<file path="config.mk">
export PLATFORM = sky130hd
export DESIGN_NAME = seg_decode_monitor_flat
export DESIGN_NICKNAME = d
export VERILOG_FILES = /design/src/rtl/seg_decode_monitor_if.sv /design/src/rtl/seg_decode_monitor.sv /design/src/flat_wrapper.sv
export SDC_FILE = /design/constraint.sdc
export NUM_CORES = 1
export LEC_CHECK = 0
export ABC_AREA = 1
export CAP_MARGIN = 10
export CORE_MARGIN = 8
export CORE_UTILIZATION = 40
export CTS_BUF_LIST = sky130_fd_sc_hd__clkbuf_16
export DETAILED_ROUTE_END_ITERATION = 16
export GPL_ROUTABILITY_DRIVEN = 0
export HOLD_SLACK_MARGIN = 0.08
export PLACE_DENSITY_LB_ADDON = 0.1
export SKIP_CTS_REPAIR_TIMING = 1
export SLEW_MARGIN = 20
export SYNTH_ARGS = -nofsm -noshare
export SYNTH_HDL_FRONTEND = slang
export SYNTH_SLANG_ARGS = --single-unit
</file>
<file path="constraint.sdc">
create_clock -name clk -period 2.37 [get_ports clk]
set_input_delay 0.237 -clock clk [delete_from_list [all_inputs] [get_ports clk]]
set_output_delay 0.237 -clock clk [all_outputs]
set_load 0.03 [all_outputs]
</file>
<file path="src/rtl/seg_decode_monitor_if.sv">
// Bus between the seven-segment readback monitor and its consumer.
// master: the monitor (samples segments, drives decoded word and handshake).
// slave : the consumer / display-driver side.
interface seg_decode_monitor_if #(
   parameter int unsigned NUM_DIGITS = 4
);
   logic [7*NUM_DIGITS-1:0] segments_in;
   logic [4*NUM_DIGITS-1:0] bcd_out;
   logic [NUM_DIGITS-1:0]   blank_out;
   logic [NUM_DIGITS-1:0]   invalid_out;
   logic                    value_valid;
   logic                    value_ready;
   logic                    overrun;

   modport master (
      input  segments_in,
      input  value_ready,
      output bcd_out,
      output blank_out,
      output invalid_out,
      output value_valid,
      output overrun
   );

   modport slave (
      output segments_in,
      output value_ready,
      input  bcd_out,
      input  blank_out,
      input  invalid_out,
      input  value_valid,
      input  overrun
   );
endinterface

</file>
<file path="src/rtl/seg_decode_monitor.sv">
// Seven-segment readback monitor: registers the active-low HEX patterns,
// debounces each digit independently, decodes committed patterns to BCD
// with blank/invalid flags and presents every change of the committed
// word on a valid/ready port with a sticky overrun flag.
// Optional build macro SEG_DECODE_MONITOR_HEX_EN: also decode A..F glyphs.
module seg_decode_monitor #(
   parameter int unsigned NUM_DIGITS    = 4,
   parameter int unsigned STABLE_CYCLES = 16
) (
   input  logic                  clk,
   input  logic                  reset,
   seg_decode_monitor_if.master  bus
);

`ifdef SEG_DECODE_MONITOR_HEX_EN
   localparam logic HEX_EN = 1'b1;
`else
   localparam logic HEX_EN = 1'b0;
`endif

   // Counter only has to reach STABLE_CYCLES-1; it saturates there.
   localparam int unsigned   CW         = $clog2(STABLE_CYCLES) + 1;
   localparam logic [CW-1:0] CNT_SAT    = CW'(STABLE_CYCLES - 1);
   localparam logic [CW-1:0] CNT_COMMIT = CW'(STABLE_CYCLES - 2);
   localparam logic [CW-1:0] CNT_ONE    = CW'(1);
   localparam logic [6:0]    PAT_BLANK  = 7'h7F;

   typedef struct packed {
      logic       invalid;
      logic       blank;
      logic [3:0] bcd;
   } digit_t;

   localparam digit_t DIGIT_BLANK   = '{invalid: 1'b0, blank: 1'b1, bcd: 4'd0};
   localparam digit_t DIGIT_INVALID = '{invalid: 1'b1, blank: 1'b0, bcd: 4'd0};

   function automatic digit_t glyph(input logic [3:0] v);
      glyph = '{invalid: 1'b0, blank: 1'b0, bcd: v};
   endfunction

   // Pattern bits are gfedcba, active low.
   function automatic digit_t decode_pattern(input logic [6:0] pat);
      digit_t d;
      d = DIGIT_INVALID;
      case (pat)
         7'b1000000: d = glyph(4'd0);
         7'b1111001: d = glyph(4'd1);
         7'b0100100: d = glyph(4'd2);
         7'b0110000: d = glyph(4'd3);
         7'b0011001: d = glyph(4'd4);
         7'b0010010: d = glyph(4'd5);
         7'b0000010: d = glyph(4'd6);
         7'b1111000: d = glyph(4'd7);
         7'b0000000: d = glyph(4'd8);
         7'b0010000: d = glyph(4'd9);
         7'b0001000: d = HEX_EN ? glyph(4'hA) : DIGIT_INVALID;
         7'b0000011: d = HEX_EN ? glyph(4'hB) : DIGIT_INVALID;
         7'b1000110: d = HEX_EN ? glyph(4'hC) : DIGIT_INVALID;
         7'b0100001: d = HEX_EN ? glyph(4'hD) : DIGIT_INVALID;
         7'b0000110: d = HEX_EN ? glyph(4'hE) : DIGIT_INVALID;
         7'b0001110: d = HEX_EN ? glyph(4'hF) : DIGIT_INVALID;
         PAT_BLANK:  d = DIGIT_BLANK;
         default:    d = DIGIT_INVALID;
      endcase
      return d;
   endfunction

   logic [7*NUM_DIGITS-1:0] sample_q;

   logic [6:0]    cand_q [NUM_DIGITS];
   logic [6:0]    cand_d [NUM_DIGITS];
   logic [CW-1:0] cnt_q  [NUM_DIGITS];
   logic [CW-1:0] cnt_d  [NUM_DIGITS];
   digit_t        com_q  [NUM_DIGITS];
   digit_t        com_d  [NUM_DIGITS];
   digit_t        cand_dec [NUM_DIGITS];

   logic [NUM_DIGITS-1:0] commit;
   logic [NUM_DIGITS-1:0] match;
   logic                  any_commit;

   logic [4*NUM_DIGITS-1:0] bcd_q, bcd_d;
   logic [NUM_DIGITS-1:0]   blank_q, blank_d;
   logic [NUM_DIGITS-1:0]   invalid_q, invalid_d;
   logic                    valid_q, valid_d;
   logic                    overrun_q, overrun_d;

   // Input register: the pins are only ever used through this sample.
   always_ff @(posedge clk) begin
      if (reset) begin
         sample_q <= '1;
      end else begin
         sample_q <= bus.segments_in;
      end
   end

   // Per-digit debounce and commit decision.
   // Candidate is reloaded one edge after the sample changes, so a count of
   // STABLE_CYCLES-2 on a matching sample means STABLE_CYCLES+1 sampling edges.
   always_comb begin
      for (int unsigned i = 0; i < NUM_DIGITS; i++) begin
         cand_d[i]   = cand_q[i];
         cnt_d[i]    = cnt_q[i];
         com_d[i]    = com_q[i];
         cand_dec[i] = decode_pattern(cand_q[i]);
         match[i]    = (sample_q[7*i +: 7] == cand_q[i]);
         commit[i]   = match[i] && (cnt_q[i] >= CNT_COMMIT) &&
                       (cand_dec[i] != com_q[i]);
         if (!match[i]) begin
            cand_d[i] = sample_q[7*i +: 7];
            cnt_d[i]  = '0;
         end else if (cnt_q[i] != CNT_SAT) begin
            cnt_d[i] = cnt_q[i] + CNT_ONE;
         end
         if (commit[i]) begin
            com_d[i] = cand_dec[i];
         end
      end
   end

   // Debounce and committed-value state.
   always_ff @(posedge clk) begin
      if (reset) begin
         for (int unsigned i = 0; i < NUM_DIGITS; i++) begin
            cand_q[i] <= PAT_BLANK;
            cnt_q[i]  <= '0;
            com_q[i]  <= DIGIT_BLANK;
         end
      end else begin
         cand_q <= cand_d;
         cnt_q  <= cnt_d;
         com_q  <= com_d;
      end
   end

   // Output word, valid/ready handshake and sticky overrun.
   always_comb begin
      any_commit = |commit;
      bcd_d      = bcd_q;
      blank_d    = blank_q;
      invalid_d  = invalid_q;
      valid_d    = valid_q;
      overrun_d  = overrun_q;
      if (any_commit) begin
         for (int unsigned i = 0; i < NUM_DIGITS; i++) begin
            bcd_d[4*i +: 4] = com_d[i].bcd;
            blank_d[i]      = com_d[i].blank;
            invalid_d[i]    = com_d[i].invalid;
         end
         valid_d = 1'b1;
         if (valid_q && !bus.value_ready) begin
            overrun_d = 1'b1;
         end
      end else if (valid_q && bus.value_ready) begin
         valid_d = 1'b0;
      end
   end

   // Output registers.
   always_ff @(posedge clk) begin
      if (reset) begin
         bcd_q     <= '0;
         blank_q   <= '1;
         invalid_q <= '0;
         valid_q   <= 1'b0;
         overrun_q <= 1'b0;
      end else begin
         bcd_q     <= bcd_d;
         blank_q   <= blank_d;
         invalid_q <= invalid_d;
         valid_q   <= valid_d;
         overrun_q <= overrun_d;
      end
   end

   assign bus.bcd_out     = bcd_q;
   assign bus.blank_out   = blank_q;
   assign bus.invalid_out = invalid_q;
   assign bus.value_valid = valid_q;
   assign bus.overrun     = overrun_q;

   // A digit is never flagged both blank and invalid.
   a_blank_invalid_excl: assert property (
      @(posedge clk) disable iff (reset) (blank_q & invalid_q) == '0);

   // Overrun is sticky until reset.
   a_overrun_sticky: assert property (
      @(posedge clk) disable iff (reset) overrun_q |=> overrun_q);

   // A pending, unaccepted word is held unless a newer word overwrites it.
   a_valid_hold: assert property (
      @(posedge clk) disable iff (reset)
      (valid_q && !bus.value_ready && !any_commit) |=> valid_q);

endmodule

</file>
<file path="src/flat_wrapper.sv">
// flat-port wrapper written by rule: the top's interface ports become plain ports
module seg_decode_monitor_flat 
#(
   parameter int unsigned NUM_DIGITS    = 4,
   parameter int unsigned STABLE_CYCLES = 16
)
  (clk, reset, bus_segments_in, bus_value_ready, bus_bcd_out, bus_blank_out, bus_invalid_out, bus_value_valid, bus_overrun);
  seg_decode_monitor_if #(.NUM_DIGITS(NUM_DIGITS)) bus_i ();
  input  logic clk;
  input  logic reset;
  input wire logic [$bits(bus_i.segments_in)-1:0] bus_segments_in;
  input wire logic [$bits(bus_i.value_ready)-1:0] bus_value_ready;
  output wire logic [$bits(bus_i.bcd_out)-1:0] bus_bcd_out;
  output wire logic [$bits(bus_i.blank_out)-1:0] bus_blank_out;
  output wire logic [$bits(bus_i.invalid_out)-1:0] bus_invalid_out;
  output wire logic [$bits(bus_i.value_valid)-1:0] bus_value_valid;
  output wire logic [$bits(bus_i.overrun)-1:0] bus_overrun;
  assign bus_i.segments_in = bus_segments_in;
  assign bus_i.value_ready = bus_value_ready;
  assign bus_bcd_out = bus_i.bcd_out;
  assign bus_blank_out = bus_i.blank_out;
  assign bus_invalid_out = bus_i.invalid_out;
  assign bus_value_valid = bus_i.value_valid;
  assign bus_overrun = bus_i.overrun;
  seg_decode_monitor #(.NUM_DIGITS(NUM_DIGITS), .STABLE_CYCLES(STABLE_CYCLES)) u_core (.clk(clk), .reset(reset), .bus(bus_i));
endmodule
</file>
* After elaboration in Yosys (flattened, before gate mapping) *
Index checks and enable logic that the tools add are counted.

storage, ports and cells
  flip-flop bits (word level) = 126
  bits in read-only memories = 0
  bits in latches = 0
  output and inout port bits = 26
  memory bits (writable) = 0
  memories = 0

cells by class
  divide/modulo/power cells = 0
  muxes and demuxes = 10
  order comparisons = 4
  reduce and logical (&&, ||, !) cells = 22
  shift operators = 0
  add/subtract/negate cells = 4
  eq/ne operators = 52
  multiply operators = 0
  bitwise logic cells = 4

operator list
  kind                                                               count
  case mux 6 bit (11 select lines)                                   4
  equality test 7 bit, second input constant                         16
  equality test 7 x 5 -> 1 bit, second input constant                12
  equality test 7 x 6 -> 1 bit, second input constant                8
  equality test 7 x 2 -> 1 bit, second input constant                4
  equality test 7 bit                                                4
  logical NOT 7 bit                                                  4
  2-to-1 mux 6 bit                                                   4
  inequality test 6 bit                                              4
  adder 5 x 1 -> 5 bit, second input constant                        4
  greater-or-equal comparator 5 x 4 -> 1 bit, second input constant  4
  inequality test 5 x 4 -> 1 bit, second input constant              4
  logical AND 1 bit                                                  10
  OR reduction 2 bit                                                 4
  inverter 1 bit                                                     4
  OR reduction 4 bit                                                 1
  2-to-1 mux 1 bit                                                   2
  AND reduction 2 bit                                                1
  nonzero test 2 bit                                                 1
  logical NOT 1 bit                                                  1

* Logic depth before layout (Yosys ltp) *
Gate-level depths: netlist (run 1).

  depth in word-level cells = 6
  gate-level depth with buffers = 20
  gate-level depth less buffers = 18

* Worst setup path before layout (run 1) *
OpenSTA, ideal clock, no wires.

  kind = register -> register
  from = register u_core.cand_q[25] in the netlist's numbering
  to = register u_core.bcd_q[12], in the netlist u_core.bus.bcd_out[12]
  stages on the path, launching flop included = 20
  period minus slack after synthesis = 1.976 ns
  arrival time = 1.863 ns
  path slack = 0.394 ns
  library setup time = 0.113 ns
  required time = 2.257 ns
  cells stage by stage = dfxtp_1 > buf_2 > nand2_1 > nor2_2 > inv_2 > nor2_2 > inv_2 > nand3_2 > inv_2 > nand2_1 > nand3b_1 > nor2_1 > nand2_2 > nand2_4 > nand2_4 > nor2_8 > buf_4 > nand2_1 > nand2_1 > nor2_1

on the way
  cells in the longest elaborated chain, start to end = 5

RTL lines
  element                                      line                       RTL
  start: declaration                           seg_decode_monitor.sv:70   logic [6:0] cand_q [NUM_DIGITS];
  start signal: assignment                     seg_decode_monitor.sv:130  cand_q <= cand_d;
  equality test 7 bit (tied with other cells)  seg_decode_monitor.sv:45   case (pat)
  case mux 6 bit (11 select lines)             seg_decode_monitor.sv:45
  inequality test 6 bit                        seg_decode_monitor.sv:108  (cand_dec[i] != com_q[i]);
  logical AND 1 bit *                          seg_decode_monitor.sv:107  commit[i] = match[i] && (cnt_q[i] >= CNT_COMMIT) &&
  OR reduction 4 bit *                         seg_decode_monitor.sv:138  any_commit = |commit;
  end signal: assignment                       seg_decode_monitor.sv:162  bcd_q <= '0;
  end signal: assignment                       seg_decode_monitor.sv:168  bcd_q <= bcd_d;
  end: declaration                             seg_decode_monitor.sv:82   logic [4*NUM_DIGITS-1:0] bcd_q, bcd_d;

Mark *: on every way between the ends. The rest lies on a longest branch, timed or not.
A chain may end at the register's enable or synchronous reset.

* Worst setup path in the final report (run 1) *
  from = register u_core.cand_q[16] in the netlist's numbering
  to = register u_core.invalid_q[1], in the netlist u_core.bus.invalid_out[1]

on the way
  cells in the longest elaborated chain, start to end = 5

RTL lines
  element                                                 line                                                  RTL
  equality test 7 bit (tied with other cells)             seg_decode_monitor.sv:45
  case mux 6 bit (11 select lines)                        seg_decode_monitor.sv:45
  inequality test 6 bit                                   seg_decode_monitor.sv:108
  logical AND 1 bit                                       seg_decode_monitor.sv:107
  OR reduction 4 bit or 2-to-1 mux 6 bit (tied branches)  seg_decode_monitor.sv:138, seg_decode_monitor.sv:115
  end signal: assignment                                  seg_decode_monitor.sv:170                             invalid_q <= invalid_d;
  end: declaration                                        seg_decode_monitor.sv:84                              logic [NUM_DIGITS-1:0] invalid_q, invalid_d;

Parallel ways exist; a longest one is shown, timed or not.

==> results.cfg, run 1 <==
[worst_setup_path]
end_kind = register
arrival_ns = 2.56
cp_max_fo = 5
critPathKind = reg2reg
startpoint_type = register
cp.required_ns = 2.73

[routing]
wl_per_cell_um = 10.8
first_iter_violations = 203
num_vias = 5488
finalWirelength_um = 13400
vias_per_cell = 4.39
ant_nets = 0
first_pass_iters = 5
remaining_drc_errors = 0

[timing]
setup_tns_ns = 0
fin_crit_sh_pct = 92.7
hold_viol = 0
tightest_slew_ns = 0.493
period_needed_ns = 2.20
relSlewSlack_pct = 67.1
report.final.slew_viol_count = 0
max_freq_mhz = 455
setup_viol = 0
finalClockSkew_ns = 0.0104

[clocking]
cts.htree.levels = 4
clkTransAtPathRegs_ns = 0.06
root_buffer = clkbuf_16
cts_buffers = 17
clockBufferDepth = 2
cts_tree = built
cts_num_sinks = 126
clk-insertion-delay-late_ns = 0.42

[logic_synthesis]
synth_warnings = 0
synth_cell_types = 31
syn_nets = 987
synth_area_leaders = dfxtp_1, nand2_1, nor2_1
synth_top_area_share_pct = 40.1
yosys.area.top_type = dfxtp_1
syn_area_per_cell_um2 = 6.67
ys.flop_type = dfxtp_1
syn_inst = 944
synth-edff-count = 0
synth_sequential_area_ratio_pct = 40.1
syn_area_um2 = 6290
async_flop_share_pct = 0
synthTopCellsByCount = nand2_1, nor2_1, dfxtp_1, inv_1, nand3_1
synth-seq-cells = 126
synth_most_common_cell = nand2_1

[pwr]
p_sw_w = 0.00118
p_comb_share_pct = 6.1
vdd_ir_drop_max_v = 0.000471
seqPwrFrac_pct = 44.1
p_int_w = 0.00385
powerDensity_nw_per_um2 = 635
power_leakage_nw = 3.70
clockPowerShare_pct = 49.9
swShare_pct = 23.5

[floorplanning]
rows = 46
die_h_um = 141
die_area_um2 = 20000
pin_count = 57
chipWidth_um = 141
coreArea_um2 = 15700
start_util_pct = 40.2

[finish]
finalNonFillerCells = 1249
layout.nets = 1063
layout-drive-gt1-share_pct = 17.2
synthToLayoutAreaGrowth_pct = 26.0
fillCellCount = 1589
antenna_cells = 0

[placement]
place_inst = 1213
port_buffers = 56
dp_hpwl_um = 9770

[hold_path]
hold_path.class = in2reg

[flow_run]
cap_violations = 0

[global_routing]
grt_usage_pct = 13.9
grt_pass1_wl_um = 22400
gr-total-overflow = 0
grt_pass1_vias = 5011
grt_max_degree = 61
antenna_found_initial = 0

[outcome]
status = complete, no violations
[registers in the layout (all words and copies together), names as in the netlist]
signal                  count
u_core.bus.bcd_out         16
u_core.bus.overrun          1
u_core.cand_q              28
u_core.sample_q            28
u_core.bus.blank_out        4
u_core.bus.invalid_out      4
u_core.com_q               24
u_core.bus.value_valid      1
u_core.cnt_q               20
[path summary, 6_finish.rpt]
kind,from,to,slack [ns],depth (start not counted)
max,u_core.cand_q[16],u_core.bus.invalid_out[1],0.17,11
min,reset,u_core.com_q[7],0.30,3
max reg2reg,u_core.cand_q[16],u_core.bus.invalid_out[1],0.17,11
min reg2reg,u_core.sample_q[12],u_core.cand_q[19],0.43,2
[cells in the final DEF (no fill, tap or decap), types with 6 or more instances in the layout]
master	n
nand2_1	248
nor2_1	157
nand4_1	19
xor2_1	19
buf_4	21
inv_1	109
dfxtp_2	25
clkdlybuf4s50_1	55
inv_2	10
a21oi_1	25
ha_1	12
or2_2	51
nor3_1	11
nor2_2	14
clkbuf_16	18
nand3_1	58
and2_1	8
xnor2_1	6
o21ai_0	16
dfxtp_1	100
nor2_4	8
[stage by stage]
step | utilization (%) | hold slack [ns] | setup slack (ns) | area [µm²] | total power (W)
floorplan | - | 0.341 | 0.394 | 6290 | 0.00244
global placement | 45.8 | 0.411 | 0.102 | 7170 | 0.00256
detailed placement | 45.8 | 0.417 | 0.0895 | 7170 | 0.00256
CTS | 49.5 | 0.287 | 0.0515 | 7750 | 0.00510
global route | 50.7 | 0.315 | -0.0247 | 7930 | 0.00525
finish | 50.7 | 0.303 | 0.172 | 7930 | 0.00504
[power groups by stage]
stage               Sequential [W]  Clock [W]  Combinational, W
finish                     0.00222    0.00251          0.000305
global route               0.00223    0.00268          0.000349
CTS                        0.00221    0.00258          0.000303
detailed placement         0.00226          0          0.000302
global placement           0.00226          0          0.000304
floorplan                  0.00224          0          0.000202
[logic make-up after synthesis]
| group | share of synthesized area (%) |
|---|---|
| buffers and inverters | 9.16 |
| and+or+nand+nor | 41.1 |
| xor gates and xnor gates | 3.48 |
| adders and majority gates | 2.39 |
| DFF | 40.1 |
| AOI/OAI and AO/OA | 3.82 |
[critical path, stage by stage (launching register included)]
cell     delay (ns)
dfxtp_2        0.40
inv_1          0.10
nand2_1        0.06
nand4_1        0.09
nor4_1         0.44
o21a_1         0.26
nand2_2        0.10
buf_4          0.15
buf_4          0.14
o21ai_0        0.22
nor2_1         0.07
nor2_1         0.10
[area by class of cell]
| cell class | instances | area [µm²] | area share, % |
|---|---|---|---|
| multi-input cells | 675 | 3290 | 41.5 |
| flip-flops and latches | 126 | 2560 | 32.2 |
| repair buffers | 81 | 790 | 9.95 |
| inverters | 119 | 447 | 5.63 |
| clock buffers | 17 | 425 | 5.36 |
| well taps | 216 | 270 | 3.41 |
| clock inverters | 15 | 149 | 1.88 |
[metal layers]
layer | share of wire [%] | track usage, % | up-vias | wire [µm]
li1 | - | - | 3050 | -
met1 | 49 | 16.8 | 2368 | 6580
met2 | 46 | 22.7 | 62 | 6220
met3 | 3.5 | 4.23 | 8 | 475
met4 | 1.1 | 5.26 | 0 | 151
met5 | 0 | 0 | - | 0
Power figures use the tool's default switching activity.
==> run 2: changes to the inputs <==
RECOVER_POWER = 25   (was not set)
REMOVE_ABC_BUFFERS = 1   (was not set)
==> run 2 against run 1 <==
Against the previous run: first-iteration DRC count grew 12%; die area is the same; core utilization shrank 0.78 points; maximum frequency grew 2.9%; sequential power is essentially flat; critical path type unchanged; largest cell class unchanged.
==> results.cfg, run 2 (same netlist as run 1, synthesis figures left out) <==
[finish]
finalNonFillerCells = 1239
layout_commonest_cell = nand2_1
seq_area_um2 = 2570
layout.nets = 1053
layout-drive-gt1-share_pct = 15.6
synthToLayoutAreaGrowth_pct = 24.1
antenna_cells = 0
mostFrequentLayoutCells = nand2_1, nor2_1, inv_1, dfxtp_1, nand3_1
fillCellCount = 1651
fin_area_um2 = 7810
multi_input_area_um2 = 3290
top_regs = u_core.cand_q (28), u_core.sample_q (28), u_core.com_q (24)

[worst_setup_path]
end_kind = register
startpoint_type = register
cp.required_ns = 2.66
arrival_ns = 2.43
critPathKind = reg2reg
cp_max_fo = 6

[global_routing]
gr-total-overflow = 0
grt_max_degree = 51
antenna_found_initial = 0
grt_usage_pct = 13.7
grt_pass1_wl_um = 22300
grt_pass1_vias = 5087

[routing]
ant_nets = 0
wl_per_cell_um = 10.5
num_vias = 5481
first_pass_iters = 4
remaining_drc_errors = 0
first_iter_violations = 228
finalWirelength_um = 13000
vias_per_cell = 4.42

[timing]
fin_crit_sh_pct = 90.1
setup_viol = 0
finalClockSkew_ns = 0.00835
max_freq_mhz = 468
period_needed_ns = 2.14
tightest_slew_ns = 0.803
report.final.slew_viol_count = 0
layout_setup_ws_ns = 0.235
hold_viol = 0
relSlewSlack_pct = 46.5

[pwr]
p_int_w = 0.00370
p_comb_share_pct = 6.2
power_leakage_nw = 3.64
swShare_pct = 23.0
seqPwrFrac_pct = 46.2
powerDensity_nw_per_um2 = 615
p_sw_w = 0.00110
vdd_ir_drop_max_v = 0.000517
clockPowerShare_pct = 47.6

[placement]
post-place-ws_ns = 0.0961
dp_hpwl_um = 9370
port_buffers = 56
place_area_um2 = 7140
place_inst = 1205

[floorplanning]
coreArea_um2 = 15700
chipWidth_um = 141
start_util_pct = 40.2
die_area_um2 = 20000
pin_count = 57
die_h_um = 141
rows = 46

[clocking]
root_buffer = clkbuf_16
cts_buffers = 17
clk-insertion-delay-late_ns = 0.42
cts_tree = built
cts_num_sinks = 126
clkTransAtPathRegs_ns = 0.06
clockBufferDepth = 2
cts.htree.levels = 4

[outcome]
status = complete, no violations

[flow_run]
cap_violations = 0

[hold_path]
hold_path.class = in2reg
==> run 2: cell types whose count changed in the layout (fill, tap and decap cells not counted), moves of 4 or more <==
cell	delta
buf_4	-10
clkdlybuf4s50_1	-13
clkinv_1	+8
clkinvlp_4	-4
dfxtp_2	-4
dfxtp_4	+5
dlygate4sd3_1	+13
nor2_2	+5
==> run 2: critical path, stage by stage, from the launching register on <==
cell and delay [ns]:
dfxtp_2 0.41, inv_2 0.07, nor2_2 0.14, nand2_1 0.06
nor2_1 0.09, nor2_1 0.09, nand2_1 0.09, nand2_1 0.05
nand2_1 0.05, nand3_1 0.06, nor2_1 0.09, nand2_1 0.11
nand2_2 0.12, nand2_2 0.11, nor2_8 0.16, inv_1 0.16
nand2_1 0.11, nand3_1 0.06
==> run 2: stage by stage <==
stage                     TNS, ns  power, W  util, %  hold slack (ns)
final                           0   0.00480     49.9            0.376
after global routing      -0.0791   0.00503     49.9            0.369
after CTS                       0   0.00487     48.9            0.318
after detailed placement        0   0.00256     45.6            0.419
after global placement          0   0.00256     45.6            0.416
after floorplan                 0   0.00243        -            0.306
==> run 2: area by class of cell <==
cell class,instances,area share (%)
Clock inverter,15,1.14
Sequential cell,126,32.9
Tap cell,216,3.46
Clock buffer,17,5.45
Timing Repair Buffer,71,9.18
Multi-Input combinational cell,675,42.1
Inverter,119,5.72
==> run 2: per-layer routing <==
metal	GRT usage (%)	up-vias	share of wire, %
li1	-	3036	-
met5	0	-	0
met3	3.93	15	3.8
met4	5.43	0	1.3
met1	16.6	2367	50
met2	22.3	63	45
==> run 2: worst paths after layout <==
path	startpoint	cells past startpoint	slack [ns]	end
setup reg to reg	u_core.cand_q[10]	17	0.23	u_core.bus.blank_out[0]
setup / recovery	u_core.cand_q[10]	17	0.23	u_core.bus.blank_out[0]
hold / removal	bus_segments_in[21]	2	0.38	u_core.sample_q[21]
hold reg to reg	u_core.sample_q[12]	2	0.43	u_core.cand_q[19]
==> run 2: power by group through the flow <==
| stage | clock network [W] | logic [W] | registers, W |
|---|---|---|---|
| floorplan | 0 | 0.000182 | 0.00225 |
| global placement | 0 | 0.000299 | 0.00226 |
| detailed placement | 0 | 0.000298 | 0.00226 |
| CTS | 0.00235 | 0.000299 | 0.00221 |
| global route | 0.00246 | 0.000342 | 0.00222 |
| finish | 0.00229 | 0.000298 | 0.00222 |
